`src/rtl/irq_controller_pkg.sv`:
```
// Shared types, command constants and a priority helper for the
// reduced 8259A-style interrupt controller.
package irq_controller_pkg;

  typedef enum logic [1:0] {
    READY,
    ICW2,
    ICW3,
    ICW4
  } init_state_t;

  localparam logic [7:0] OCW2_NS_EOI   = 8'h20;
  localparam logic [2:0] OCW2_SPEC_EOI = 3'b011;

  // Returns {valid, index} of the lowest-index set bit; line 0 has top priority.
  function automatic logic [3:0] lowest_set(input logic [7:0] vec);
    logic [3:0] result;
    result = 4'b0000;
    for (int i = 7; i >= 0; i--) begin
      if (vec[i]) begin
        result = {1'b1, 3'(i)};
      end
    end
    return result;
  endfunction

endpackage

```
`src/rtl/irq_controller_if.sv`:
```
// I/O bus seen by the controller at ports 20h/21h. The CPU side drives
// the request, the controller answers with read data and a one-cycle ack.
interface irq_controller_if;

  logic        cs;
  logic [1:1]  data_m_addr;
  logic [15:0] data_m_data_in;
  logic [15:0] data_m_data_out;
  logic [1:0]  data_m_bytesel;
  logic        data_m_wr_en;
  logic        data_m_access;
  logic        data_m_ack;

  modport master (
    output cs, data_m_addr, data_m_data_in, data_m_bytesel, data_m_wr_en, data_m_access,
    input  data_m_data_out, data_m_ack
  );

  modport slave (
    input  cs, data_m_addr, data_m_data_in, data_m_bytesel, data_m_wr_en, data_m_access,
    output data_m_data_out, data_m_ack
  );

endinterface

```
`src/rtl/irq_controller_priority_resolver.sv`:
```
// Picks the highest-priority unmasked request and reports whether it
// outranks everything currently in service.
module irq_priority_resolver
  import irq_controller_pkg::*;
(
  input  logic [7:0] irr,
  input  logic [7:0] imr,
  input  logic [7:0] isr,
  output logic       pending_valid,
  output logic [2:0] pending_idx,
  output logic       pending_allowed
);

  logic [3:0] w_pendLow;
  logic [3:0] w_isrLow;

  // A pending line may interrupt only if it beats the lowest in-service line.
  always_comb begin
    w_pendLow       = lowest_set(irr & ~imr);
    w_isrLow        = lowest_set(isr);
    pending_valid   = w_pendLow[3];
    pending_idx     = w_pendLow[2:0];
    pending_allowed = w_pendLow[3] && (!w_isrLow[3] || (w_pendLow[2:0] < w_isrLow[2:0]));
  end

endmodule

```
`src/rtl/irq_controller.sv`:
```
// Edge-triggered, fixed-priority interrupt controller: register model of a
// single 8259A with ICW1/2/3/4 init, OCW1 mask, OCW2 EOI and OCW3 readback.
module irq_controller
  import irq_controller_pkg::*;
#(
  parameter int NUM_LINES = 8
) (
  input  logic                 clk,
  input  logic                 reset,
  irq_controller_if.slave      bus,
  input  logic [NUM_LINES-1:0] irq,
  input  logic                 inta,
  output logic                 intr,
  output logic [7:0]           irq_vector
);

  init_state_t r_state;
  logic [7:0]  r_irr, r_isr, r_imr, r_irqPrev, r_vector;
  logic [4:0]  r_vecBase;
  logic        r_rdIsr, r_needIcw4, r_single, r_intr, r_ack;
  logic [15:0] r_dataOut;

  init_state_t w_stateNext;
  logic [7:0]  w_irrNext, w_isrNext, w_imrNext, w_vectorNext, w_d0, w_d1;
  logic [4:0]  w_vecBaseNext;
  logic        w_rdIsrNext, w_needIcw4Next, w_singleNext;
  logic        w_pendValid, w_pendAllowed, w_access, w_wrLane0, w_wrLane1, w_rdValid;
  logic [2:0]  w_pendIdx;
  logic [3:0]  w_isrLow;
  logic [15:0] w_dataOutNext;

  irq_priority_resolver u_resolver (
    .irr             (r_irr),
    .imr             (r_imr),
    .isr             (r_isr),
    .pending_valid   (w_pendValid),
    .pending_idx     (w_pendIdx),
    .pending_allowed (w_pendAllowed)
  );

  // Next-state evaluation: acknowledge first, then lane-0 command, then
  // lane-1 data against the post-lane-0 init state. ICW1 overrides the rest.
  always_comb begin
    w_access       = bus.cs && bus.data_m_access;
    w_wrLane0      = w_access && bus.data_m_wr_en && !bus.data_m_addr[1] && bus.data_m_bytesel[0];
    w_wrLane1      = w_access && bus.data_m_wr_en && !bus.data_m_addr[1] && bus.data_m_bytesel[1];
    w_rdValid      = w_access && !bus.data_m_wr_en && !bus.data_m_addr[1];
    w_d0           = bus.data_m_data_in[7:0];
    w_d1           = bus.data_m_data_in[15:8];
    w_isrLow       = lowest_set(r_isr);

    w_irrNext      = r_irr;
    w_isrNext      = r_isr;
    w_imrNext      = r_imr;
    w_vecBaseNext  = r_vecBase;
    w_rdIsrNext    = r_rdIsr;
    w_needIcw4Next = r_needIcw4;
    w_singleNext   = r_single;
    w_stateNext    = r_state;
    w_vectorNext   = r_vector;

    if (inta) begin
      if (w_pendValid) begin
        w_irrNext[w_pendIdx] = 1'b0;
        w_vectorNext         = {r_vecBase, w_pendIdx};
      end else begin
        w_vectorNext = {r_vecBase, 3'd7};
      end
    end

    if (w_wrLane0 && !w_d0[4]) begin
      if (w_d0 == OCW2_NS_EOI) begin
        if (w_isrLow[3]) begin
          w_isrNext[w_isrLow[2:0]] = 1'b0;
        end
      end else if (w_d0[7:5] == OCW2_SPEC_EOI && w_d0[4:3] == 2'b00) begin
        w_isrNext[w_d0[2:0]] = 1'b0;
      end else if (w_d0[4:3] == 2'b01 && w_d0[1]) begin
        w_rdIsrNext = w_d0[0];
      end
    end

    if (inta && w_pendValid) begin
      w_isrNext[w_pendIdx] = 1'b1;
    end

    w_irrNext = w_irrNext | (irq & ~r_irqPrev);

    if (w_wrLane0 && w_d0[4]) begin
      w_irrNext      = 8'h00;
      w_isrNext      = 8'h00;
      w_imrNext      = 8'h00;
      w_rdIsrNext    = 1'b0;
      w_needIcw4Next = w_d0[0];
      w_singleNext   = w_d0[1];
      w_stateNext    = ICW2;
    end

    if (w_wrLane1) begin
      case (w_stateNext)
        READY: w_imrNext = w_d1;
        ICW2: begin
          w_vecBaseNext = w_d1[7:3];
          if (!w_singleNext)       w_stateNext = ICW3;
          else if (w_needIcw4Next) w_stateNext = ICW4;
          else                     w_stateNext = READY;
        end
        ICW3:    w_stateNext = w_needIcw4Next ? ICW4 : READY;
        default: w_stateNext = READY;
      endcase
    end

    w_dataOutNext = 16'h0000;
    if (w_rdValid) begin
      if (bus.data_m_bytesel[0]) w_dataOutNext[7:0]  = r_rdIsr ? r_isr : r_irr;
      if (bus.data_m_bytesel[1]) w_dataOutNext[15:8] = r_imr;
    end
  end

  // Register every piece of controller state, including the outputs.
  always_ff @(posedge clk or negedge reset) begin
    if (!reset) begin
      r_state    <= READY;
      r_irr      <= 8'h00;
      r_isr      <= 8'h00;
      r_imr      <= 8'hFF;
      r_vecBase  <= 5'h01;
      r_rdIsr    <= 1'b0;
      r_needIcw4 <= 1'b0;
      r_single   <= 1'b0;
      r_irqPrev  <= 8'hFF;
      r_vector   <= 8'h00;
      r_intr     <= 1'b0;
      r_ack      <= 1'b0;
      r_dataOut  <= 16'h0000;
    end else begin
      r_state    <= w_stateNext;
      r_irr      <= w_irrNext;
      r_isr      <= w_isrNext;
      r_imr      <= w_imrNext;
      r_vecBase  <= w_vecBaseNext;
      r_rdIsr    <= w_rdIsrNext;
      r_needIcw4 <= w_needIcw4Next;
      r_single   <= w_singleNext;
      r_irqPrev  <= irq;
      r_vector   <= w_vectorNext;
      r_intr     <= w_pendAllowed;
      r_ack      <= w_access;
      r_dataOut  <= w_dataOutNext;
    end
  end

  assign intr                = r_intr;
  assign irq_vector          = r_vector;
  assign bus.data_m_ack      = r_ack;
  assign bus.data_m_data_out = r_dataOut;

endmodule

```
`src/flat_wrapper.sv`:
```
// flat-port wrapper written by rule: the top's interface ports become plain ports
module irq_controller_flat import irq_controller_pkg::*;
#(
  parameter int NUM_LINES = 8
)
  (clk, reset, irq, inta, intr, irq_vector, bus_cs, bus_data_m_addr, bus_data_m_data_in, bus_data_m_bytesel, bus_data_m_wr_en, bus_data_m_access, bus_data_m_data_out, bus_data_m_ack);
  irq_controller_if bus_i ();
  input  logic clk;
  input  logic reset;
  input  logic [NUM_LINES-1:0] irq;
  input  logic inta;
  output logic intr;
  output logic [7:0] irq_vector;
  input wire logic [$bits(bus_i.cs)-1:0] bus_cs;
  input wire logic [$bits(bus_i.data_m_addr)-1:0] bus_data_m_addr;
  input wire logic [$bits(bus_i.data_m_data_in)-1:0] bus_data_m_data_in;
  input wire logic [$bits(bus_i.data_m_bytesel)-1:0] bus_data_m_bytesel;
  input wire logic [$bits(bus_i.data_m_wr_en)-1:0] bus_data_m_wr_en;
  input wire logic [$bits(bus_i.data_m_access)-1:0] bus_data_m_access;
  output wire logic [$bits(bus_i.data_m_data_out)-1:0] bus_data_m_data_out;
  output wire logic [$bits(bus_i.data_m_ack)-1:0] bus_data_m_ack;
  assign bus_i.cs = bus_cs;
  assign bus_i.data_m_addr = bus_data_m_addr;
  assign bus_i.data_m_data_in = bus_data_m_data_in;
  assign bus_i.data_m_bytesel = bus_data_m_bytesel;
  assign bus_i.data_m_wr_en = bus_data_m_wr_en;
  assign bus_i.data_m_access = bus_data_m_access;
  assign bus_data_m_data_out = bus_i.data_m_data_out;
  assign bus_data_m_ack = bus_i.data_m_ack;
  irq_controller #(.NUM_LINES(NUM_LINES)) u_core (.clk(clk), .reset(reset), .bus(bus_i), .irq(irq), .inta(inta), .intr(intr), .irq_vector(irq_vector));
endmodule
```
`config.mk`:
```
export PLATFORM = sky130hd
export DESIGN_NAME = irq_controller_flat
export DESIGN_NICKNAME = d
export VERILOG_FILES = /design/src/rtl/irq_controller_pkg.sv /design/src/rtl/irq_controller_if.sv /design/src/rtl/irq_controller_priority_resolver.sv /design/src/rtl/irq_controller.sv /design/src/flat_wrapper.sv
export SDC_FILE = /design/constraint.sdc
export NUM_CORES = 1
export LEC_CHECK = 0
export BUFFER_PORTS_ARGS = -buffer_cell sky130_fd_sc_hd__buf_2
export CAP_MARGIN = 10
export CORE_MARGIN = 5
export CORE_UTILIZATION = 30
export CTS_CLUSTER_DIAMETER = 50
export DETAILED_ROUTE_END_ITERATION = 8
export PLACE_DENSITY = 0.5
export SKIP_LAST_GASP = 1
export SLEW_MARGIN = 0
export SYNTH_ARGS = -nofsm -noshare
export SYNTH_HDL_FRONTEND = slang
export SYNTH_SLANG_ARGS = --single-unit
```
`constraint.sdc`:
```
create_clock -name clk -period 1.9 [get_ports clk]
set_input_delay 0.38 -clock clk [delete_from_list [all_inputs] [get_ports clk]]
set_output_delay 0.38 -clock clk [all_outputs]
set_load 0.02 [all_outputs]
```
==> impl_results.md, run 1 <==
* Flops & latches, synth at 68
* Pwr Density at between 1000 and 1500 nW/um2
* Detail Route Antenna Nets at 0
* Crit end category: flop
* Synthesis-to-layout area growth at 31.6%
* Mean Syn Cell Area at 10.4 um2
* Ports at 59
* Final hold violations at 0
* GRT Overall Usage at about 13%
* WP data arrival at 2.30 ns
* TritonCTS Buffers at 9
* Synth warn at 0
* Remaining DRCs at 0
* Number of max-cap violations at 0
* H-tree depth at 3
* Worst-Skew Late Latency at roughly 0.35 ns
* Register-to-register setup slack at -0.12 ns
* Rows at 38
* Starting DRT DRC Count at 146
* Synth async-reset ratio at 100%
* CTS max path bufs at 2
* Critical path's slowest cell: dfstp_2
* Placed Area at 3980 um2
* Sink Count at 68
* RSZ-0062 raised after global routing: true
* Tcrit/Tclk final at 107%
* CP Launch Type: flop
* Hold Path Class: input pin to async pin
* Nets at 449
* Syn_nets at 347
* Drt wl/cell at 15.1 um
* Synth Instances at 312
* CTS tree: yes
* Worst setup startpoint: u_core.r_imr[7]
* Status: complete, but fails checks
* Crit path time final at 2.02 ns
* WP depth at 6
* Most frequent cells in the layout: buf_2, dfrtp_1, buf_4, nand2_1, a21oi_1
* Detailed Routing Iterations Pass 1 at 4
* CTS root buf: clkbuf_8
* Initial antenna violation count at 0
* Crit-path cells: and2b_1, o211ai_1, a211oi_2, ha_2, or4_4, a21oi_2
* R2R depth at 6
* Leading area contributor after synthesis: dfrtp_1
* VDD IR max at between 0.0004 and 0.0005 V
* Die span in x at roughly 110 um
* Post-DP HPWL at around 6400 um
* Sequential-to-total area share from yosys stat at 52.9%
* Final setup fails at 1
* Layout cells sized above 1 at 41.3%
* Largest net degree at the start of global routing at 69
* CP required at 2.17 ns
* Worst-Margin Slew at 0.802 ns
* Core area at approximately 11,000 um2
* Slowest cell delay on critical path at 0.53 ns
* End of the critical path: u_core.intr
* RePlAce Congestion at a little over 0.8
* Setup tns final at -0.124 ns
* Static leakage at between 2 and 2.5 nW
* Die area at about 13,000 um2
* Worst setup margin at -0.124 ns
* Drt total wl at 8460 um
* Post-synth EDFFs at 0
* Total gr overflow at 0
* Clock skew at 0.0140 ns
* First-pass GRT wire length at between 10,000 and 15,000 um
* Synth area leaders: dfrtp_1, dfstp_2, nand2_1
* CTS clk-pin slew, worst paths at 0.09 ns
* Fin area at 4290 um2
* Synthesized area at about 3300 um2
* DIE HEIGHT at 114 um
* Slew Limit Headroom at a little under half
* Ant diodes at 0
* Vias/cell at 4.82
* Crit-path leading delay family: simple AND/OR/NAND/NOR gates
* Commonest non-fill, non-tap cell in the layout: buf_2
* Synth Flop Type: dfrtp_1
* Worst Path Buf+Inv at 0
* Failing checks: negative setup slack
* Port bufs at 58
* Reg-to-Reg Start: u_core.r_imr[7]
* Total number of vias at 2,693
* Slew Limit Fails at 0
* Initial core utilization at 30.3%
* Max Fclk at 494 MHz
* CP Max Fanout at 3
* Netlist cell types at 57
* Critical path class: flop to flop
* End of the worst register-to-register path: u_core.intr
* Vias in the first global route at 2,710
* Share of the synthesized area in the top cell type at 39.2%
* Worst hold slack at roughly 0.038 ns
## cell usage after synthesis (3+ instances only)
| master | number |
|---|---|
| mux2_2 | 11 |
| nor2_1 | 23 |
| clkbuf_1 | 8 |
| nand2b_1 | 15 |
| nand3_1 | 16 |
| o21ai_0 | 10 |
| nand2_1 | 37 |
| dfrtp_1 | 51 |
| a21oi_1 | 26 |
| dfstp_2 | 17 |
| a211oi_1 | 3 |
| inv_1 | 6 |
| o31ai_1 | 3 |
| nand3b_1 | 3 |
| nor3_1 | 6 |
| a21boi_0 | 3 |
| nor2b_1 | 8 |
| and2_1 | 8 |
| or4_1 | 3 |
| mux2i_1 | 8 |
| o21a_1 | 4 |
## kinds of logic after synthesis
family / synth area share, %
muxes: 6.26
and+or+nand+nor: 24.4
AOI/OAI and AO/OA: 13.3
buffers and inverters: 2.38
DFF: 52.9
adders and majority gates: 0.768
## layer usage
metal / wire length, um / part of all wire [%] / vias to the layer above / GRT usage [%]
met4: 178 / 2.1 / 0 / 4.91
li1: - / - / 1305 / -
met5: 0 / 0 / - / 0
met1: 3850 / 46 / 1310 / 17.5
met3: 449 / 5.3 / 13 / 3.70
met2: 3980 / 47 / 65 / 21.5
## report_power, final
group	leakage, nW	internal (W)	switching [W]	total, W
Sequential	0.816	0.00179	0.000230	0.00202
Combinational	1.11	0.000895	0.000966	0.00186
Clock	0.0973	0.000624	0.000606	0.00123
Total	2.02	0.00331	0.00180	0.00511
## registers in the layout, summed over array words and instances, names as in the netlist
signal and flops:
u_core.r_vecBase 5, u_core.r_isr 8, u_core.r_state 2, u_core.r_irr 8
u_core.r_irqPrev 8, u_core.r_rdIsr 1, u_core.r_single 1, u_core.intr 1
u_core.r_imr 8, u_core.r_needIcw4 1, u_core.bus.data_m_data_out 16, u_core.bus.data_m_ack 1
u_core.irq_vector 8
## worst reg2reg max path: stages, from the launching register on
cell      delay (ns)
dfstp_2         0.53
and2b_1         0.19
o211ai_1        0.27
a211oi_2        0.13
ha_2            0.20
or4_4           0.51
a21oi_2         0.14
## how the worst min path moves through the flow
stage                                  to  slack [ns]  cells after the start  startpoint
floorplan           u_core.bus.data_m_ack        0.08                      0       reset
global placement     u_core.irq_vector[6]        0.43                      2       reset
detailed placement   u_core.irq_vector[6]        0.43                      2       reset
CTS                  u_core.irq_vector[6]        0.04                      2       reset
global route         u_core.irq_vector[6]        0.04                      2       reset
finish               u_core.irq_vector[6]        0.04                      2       reset
## layout make-up
type	count	area [um2]
tap	140	175
sequential	68	1720
inverter	7	26.3
timing repair buffer	102	637
clock buffer	9	124
clock inverter	7	80.1
fill	1117	6460
multi-input combinational	226	1520
## stage by stage
stage                     worst slack [ns]  utilization [%]  total power, W  instances
final                               -0.124             39.9         0.00511        559
after global routing                -0.209             39.9         0.00547        559
after CTS                          -0.0784             38.9         0.00496        554
after detailed placement           -0.0634             37.0         0.00370        538
after global placement             -0.0515             37.0         0.00369        538
after floorplan                    -0.0634                -         0.00294        312
## repair_timing
| action | CTS | global route |
|---|---|---|
| hold buffers | 0 | 0 |
| buffers inserted | 0 | 5 |
| pin swaps | 0 | 11 |
| endpoints found under the setup margin | 2 | 8 |
| gates resized for setup | 1 | 15 |
(Power assumes the default switching activity.)
==> run 2, diff against run 1 <==
clock period = 1.7 ns   (was 1.9 ns; I/O delays follow)
==> impl_results.md, run 2 (synthesis results as in run 1) <==
* Status: complete, but fails checks (unchanged)
* Failing checks: negative setup slack (unchanged)
* Crit end category: flop (unchanged)
* Slew Limit Fails at 0 (unchanged)
* Layout cells sized above 1 at 51.3% (was 41.3%)
* Worst-Skew Late Latency at 0.35 ns (about the same)
* Core area at 10,700 um2 (unchanged)
* Total power at 0.00638 W (was 0.00511 W)
* Synthesis-to-layout area growth at 44.7% (was 31.6%)
* CP Launch Type: flop (unchanged)
* Critical path class: flop to flop (unchanged)
* R2R depth at 6 (unchanged)
* Clock skew at 0.0108 ns (was 0.0140 ns)
* Most frequent cells in the layout: buf_4, buf_2, dfrtp_1, nand2_1, nor2_1 (was buf_2, dfrtp_1, buf_4, nand2_1, a21oi_1)
* Total number of vias at 2,789 (was 2,693)
* Max Fclk at 495 MHz (was 494 MHz)
* Die area at 13,000 um2 (unchanged)
* Starting DRT DRC Count at 119 (was 146)
* Dpl ws at -0.369 ns (was -0.0634 ns)
* Final hold violations at 0 (unchanged)
* Reg-to-Reg Start: u_core.r_imr[7] (unchanged)
* Max reg flops at 16 (unchanged)
* VDD IR max at 0.000441 V (was 0.000439 V)
* Tcrit/Tclk final at 119% (was 107%)
* TritonCTS Buffers at 9 (unchanged)
* Die span in x at 114 um (unchanged)
* CP Max Fanout at 3 (unchanged)
* Vias in the first global route at 2,916 (was 2,710)
* Vias/cell at 4.71 (was 4.82)
* Pwr Density at 1350 nW/um2 (was 1190 nW/um2)
* Detailed Routing Iterations Pass 1 at 4 (unchanged)
* First-pass GRT wire length at 14,800 um (was 13,800 um)
* Ports at 59 (unchanged)
* Fillers at 1,080 (was 1,117)
* Rows at 38 (unchanged)
* GRT Overall Usage at 14.6% (was 13.5%)
* Largest net degree at the start of global routing at 69 (unchanged)
* Commonest non-fill, non-tap cell in the layout: buf_4 (was buf_2)
* Post-DP HPWL at 6750 um (was 6400 um)
* RSZ-0062 raised after global routing: true (unchanged)
* Total gr overflow at 0 (unchanged)
* Port bufs at 58 (unchanged)
* Setup tns final at -0.946 ns (was -0.124 ns)
* Register-to-register setup slack at -0.32 ns (was -0.12 ns)
* Slew Limit Headroom at 73.9% (was 46.1%)
* WP data arrival at 2.30 ns (about the same)
* Drt total wl at 9050 um (was 8460 um)
* Final setup fails at 11 (was 1)
* H-tree depth at 3 (unchanged)
* CP required at 1.98 ns (was 2.17 ns)
* Static leakage at 2.24 nW (was 2.02 nW)
* Crit path time final at 2.02 ns (about the same)
* Worst setup margin at -0.322 ns (was -0.124 ns)
* End of the worst register-to-register path: u_core.intr (unchanged)
* Core Util, Final at 43.9% (was 39.9%)
* CTS clk-pin slew, worst paths at 0.08 ns (was 0.09 ns)
* Initial antenna violation count at 0 (unchanged)
* Detail Route Antenna Nets at 0 (unchanged)
* Number of max-cap violations at 0 (unchanged)
* Placed insts at 564 (was 538)
* Drt wl/cell at 15.3 um (was 15.1 um)
* CTS root buf: clkbuf_8 (unchanged)
* Initial core utilization at 30.3% (unchanged)
* RePlAce Congestion at 0.813 (was 0.804)
* Sink Count at 68 (unchanged)
* Ant diodes at 0 (unchanged)
* CTS max path bufs at 2 (unchanged)
* Hold Path Class: input pin to async pin (unchanged)
* Layout Cells excl Fill at 592 (was 559)
* Worst-Margin Slew at 0.386 ns (was 0.802 ns)
* CTS tree: yes (unchanged)
* Nets at 482 (was 449)
* Remaining DRCs at 0 (unchanged)
* DIE HEIGHT at 114 um (unchanged)
run 2: cell count changes in the layout (fill, tap and decap cells not counted), moves of 4 or more:
cell | previous run | this run
a21oi_1 | 25 | 18
a21oi_2 | 1 | 8
buf_4 | 42 | 66
buf_6 | 1 | 8
inv_6 | 4 | 0
nand2b_1 | 14 | 10
nand2b_4 | 0 | 4
o21ai_0 | 10 | 6
run 2: stage by stage:
| step | area, um2 | hold WS [ns] |
|---|---|---|
| 4_1_cts | 4570 | 0.0182 |
| 5_1_grt | 4710 | 0.0224 |
| 2_1_floorplan | 3260 | 0.0444 |
| 6_report | 4710 | 0.00640 |
| 3_3_place_gp | 4170 | 0.393 |
| 3_5_place_dp | 4170 | 0.401 |
run 2: how the worst max path moves through the flow:
stage / cells after the start / slack [ns] / startpoint / endpoint
global route: 6 / -0.44 / u_core.r_imr[7] / u_core.intr
finish: 6 / -0.32 / u_core.r_imr[7] / u_core.intr
CTS: 6 / -0.39 / u_core.r_imr[7] / u_core.intr
floorplan: 6 / -0.26 / u_core.r_imr[7] / u_core.intr
global placement: 6 / -0.30 / u_core.r_imr[7] / u_core.intr
detailed placement: 6 / -0.37 / u_core.r_imr[7] / u_core.intr
run 2: area by class of cell:
| type | instances | area [um2] | share of cell area, % |
|---|---|---|---|
| Clock buffer | 12 | 155 | 3.29 |
| Multi-Input combinational cell | 226 | 1670 | 35.5 |
| Sequential cell | 68 | 1720 | 36.6 |
| Inverter | 7 | 26.3 | 0.557 |
| Clock inverter | 4 | 25.0 | 0.531 |
| Tap cell | 140 | 175 | 3.72 |
| Timing Repair Buffer | 135 | 936 | 19.9 |
run 2: what timing repair did:
item / in CTS / in global routing
setup buffers: 12 / 7
hold buffers: 0 / 0
endpoints found under the setup margin: 12 / 15
pin swaps: 23 / 22
gates resized for setup: 38 / 26
run 2: critical path, stage by stage, from the launching register on:
cell and delay [ns]:
dfstp_2 0.53, and2b_2 0.23, nand2b_1 0.17, o21a_1 0.21
ha_2 0.18, or4_4 0.52, a21oi_2 0.12
run 2: report_power, final:
part / internal (W) / leakage (nW) / switching [W]
Sequential: 0.00200 / 0.816 / 0.000250
Clock: 0.000604 / 0.0884 / 0.000611
Combinational: 0.00156 / 1.34 / 0.00135
Total: 0.00417 / 2.24 / 0.00221
run 2: per-layer routing:
metal	vias up	GRT usage (%)	share of wire [%]
met5	-	0	0
met4	0	6.73	2.7
met3	13	3.65	3.9
met2	57	22.7	48
met1	1347	19.1	46
li1	1372	-	-
==> run 3, diff against run 2 <==
RECOVER_POWER = 50   (was not set)
==> impl_results.md, run 3 (synthesis results as in run 1) <==
* Status: complete, but fails checks (unchanged)
* Failing checks: max-capacitance violations, max-slew violations, negative setup slack (was negative setup slack)
* RePlAce Congestion at 0.813 (unchanged)
* Ant diodes at 0 (unchanged)
* Rows at 38 (unchanged)
* Static leakage at 2.22 nW (was 2.24 nW)
* WP data arrival at 2.30 ns (about the same)
* Initial core utilization at 30.3% (unchanged)
* CTS root buf: clkbuf_8 (unchanged)
* Crit end category: flop (unchanged)
* Worst-Skew Late Latency at 0.35 ns (about the same)
* Initial antenna violation count at 0 (unchanged)
* Slew Limit Headroom at -13.8% (was 73.9%)
* Die span in x at 114 um (unchanged)
* CTS tree: yes (unchanged)
* DIE HEIGHT at 114 um (unchanged)
* Total number of vias at 2,803 (was 2,789)
* Met1 Resource Use GR at 19.1% (unchanged)
* TritonCTS Buffers at 9 (unchanged)
* Slowest cell delay on critical path at 0.53 ns (about the same)
* Vias in the first global route at 2,916 (unchanged)
* Hold Buf Count CTS at 0 (unchanged)
* Hold Path Class: input pin to flop (was input pin to async pin)
* CP required at 1.98 ns (about the same)
* Tcrit/Tclk final at 119% (about the same)
* Synthesis-to-layout area growth at 44.0% (was 44.7%)
* Worst setup margin at -0.320 ns (was -0.322 ns)
* Routing usage on met3 at 3.65% (unchanged)
* Commonest non-fill, non-tap cell in the layout: buf_4 (unchanged)
* Grt met2 use at 22.7% (unchanged)
* CTS max path bufs at 2 (unchanged)
* Core area at 10,700 um2 (unchanged)
* CP Max Fanout at 3 (unchanged)
* Most frequent cells in the layout: buf_4, buf_2, dfrtp_1, nand2_1, nor2_1 (unchanged)
* Layout cells sized above 1 at 49.6% (was 51.3%)
* Clock skew at 0.0108 ns (about the same)
* Crit-path cells: and2b_2, nand2b_1, o21a_1, ha_2, or4_4, a21oi_2 (unchanged)
* Die area at 13,000 um2 (unchanged)
* First-pass GRT wire length at 14,800 um (unchanged)
* Crit path time final at 2.02 ns (about the same)
* CP Launch Type: flop (unchanged)
* GR peak layer: met2 (unchanged)
* Pwr Density at 1360 nW/um2 (was 1350 nW/um2)
* Port bufs at 58 (unchanged)
* Max reg flops at 16 (unchanged)
* Worst-Margin Slew at 1.71 ns (was 0.386 ns)
* Drt total wl at 9120 um (was 9050 um)
* Critical path class: flop to flop (unchanged)
* Ports at 59 (unchanged)
* Max Fclk at 495 MHz (about the same)
* Slew Limit Fails at 69 (was 0)
* Sink Count at 68 (unchanged)
* Drt wl/cell at 15.4 um (was 15.3 um)
* Core Util, Final at 43.6% (was 43.9%)
* Remaining DRCs at 0 (unchanged)
* Detail Route Antenna Nets at 0 (unchanged)
* Total power at 0.00637 W (was 0.00638 W)
* Post-DP HPWL at 6750 um (unchanged)
* Total gr overflow at 0 (unchanged)
* Largest net degree at the start of global routing at 69 (unchanged)
* Starting DRT DRC Count at 114 (was 119)
* VDD IR max at 0.000440 V (was 0.000441 V)
* Dpl ws at -0.369 ns (unchanged)
* Final hold violations at 0 (unchanged)
* Detailed Routing Iterations Pass 1 at 4 (unchanged)
* CTS clk-pin slew, worst paths at 0.07 ns (was 0.08 ns)
* RSZ-0062 raised after global routing: true (unchanged)
* H-tree depth at 3 (unchanged)
* GRT Overall Usage at 14.6% (unchanged)
* Number of max-cap violations at 1 (was 0)
* Final setup fails at 11 (unchanged)
* Nets at 482 (unchanged)
* Critical path's slowest cell: dfstp_2 (unchanged)
* Vias/cell at 4.73 (was 4.71)
## run 3: cell count changes in the layout (fill, tap and decap cells not counted), sizes merged
cell,change
buf,-8
clkbuf,+8
## run 3: worst paths after layout
check,start,cells after the start,endpoint,slack (ns)
setup / recovery,u_core.r_imr[7],6,u_core.intr,-0.32
hold / removal,irq[6],1,u_core.r_irqPrev[6],0.08
setup reg to reg,u_core.r_imr[7],6,u_core.intr,-0.32
hold reg to reg,u_core.r_single,2,u_core.r_single,0.50
max in group asynchronous,reset,2,u_core.r_irr[5],0.16
min in group asynchronous,reset,2,u_core.r_vecBase[3],0.53
## run 3: report_power, final
group          total [W]  internal, W  switching [W]
Combinational    0.00290      0.00156        0.00135
Sequential       0.00225      0.00200       0.000253
Clock            0.00122     0.000604       0.000612
## run 3: per-layer routing
metal  wire (um)  vias to the layer above
met2        4310                       66
li1            -                     1372
met1        4150                     1350
met3         395                       15
met4         267                        0
met5           0                        -
## run 3: final cells by class
class | count | area, um2
fill | 1081 | 6060
sequential | 68 | 1720
tap | 140 | 175
timing repair buffer | 135 | 912
clock inverter | 4 | 25.0
inverter | 7 | 26.3
multi-input combinational | 226 | 1670
clock buffer | 12 | 155
## run 3: what timing repair did
action,in CTS,in global routing
buffers inserted,12,7
gates resized for setup,38,26
endpoints found under the setup margin,12,15
pin swaps,23,22
## run 3: per-stage QoR
stage | area [um2] | hold slack (ns) | std cells | setup TNS [ns]
after detailed placement | 4170 | 0.401 | 564 | -1.52
after global routing | 4690 | 0.0639 | 592 | -12.62
after floorplan | 3260 | 0.0444 | 312 | -0.263
after global placement | 4170 | 0.393 | 564 | -1.33
final | 4690 | 0.0820 | 592 | -0.950
after CTS | 4570 | 0.0182 | 587 | -0.743
## run 3: worst max-delay path, delay by kind of cell (launching register included)
kind                     cells  cell delay, ns
AND/OR/NAND/NOR              3            0.92
flip-flops                   1            0.53
AO/OA/AOI/OAI                2            0.33
adder cells (fa/ha/maj)      1            0.18
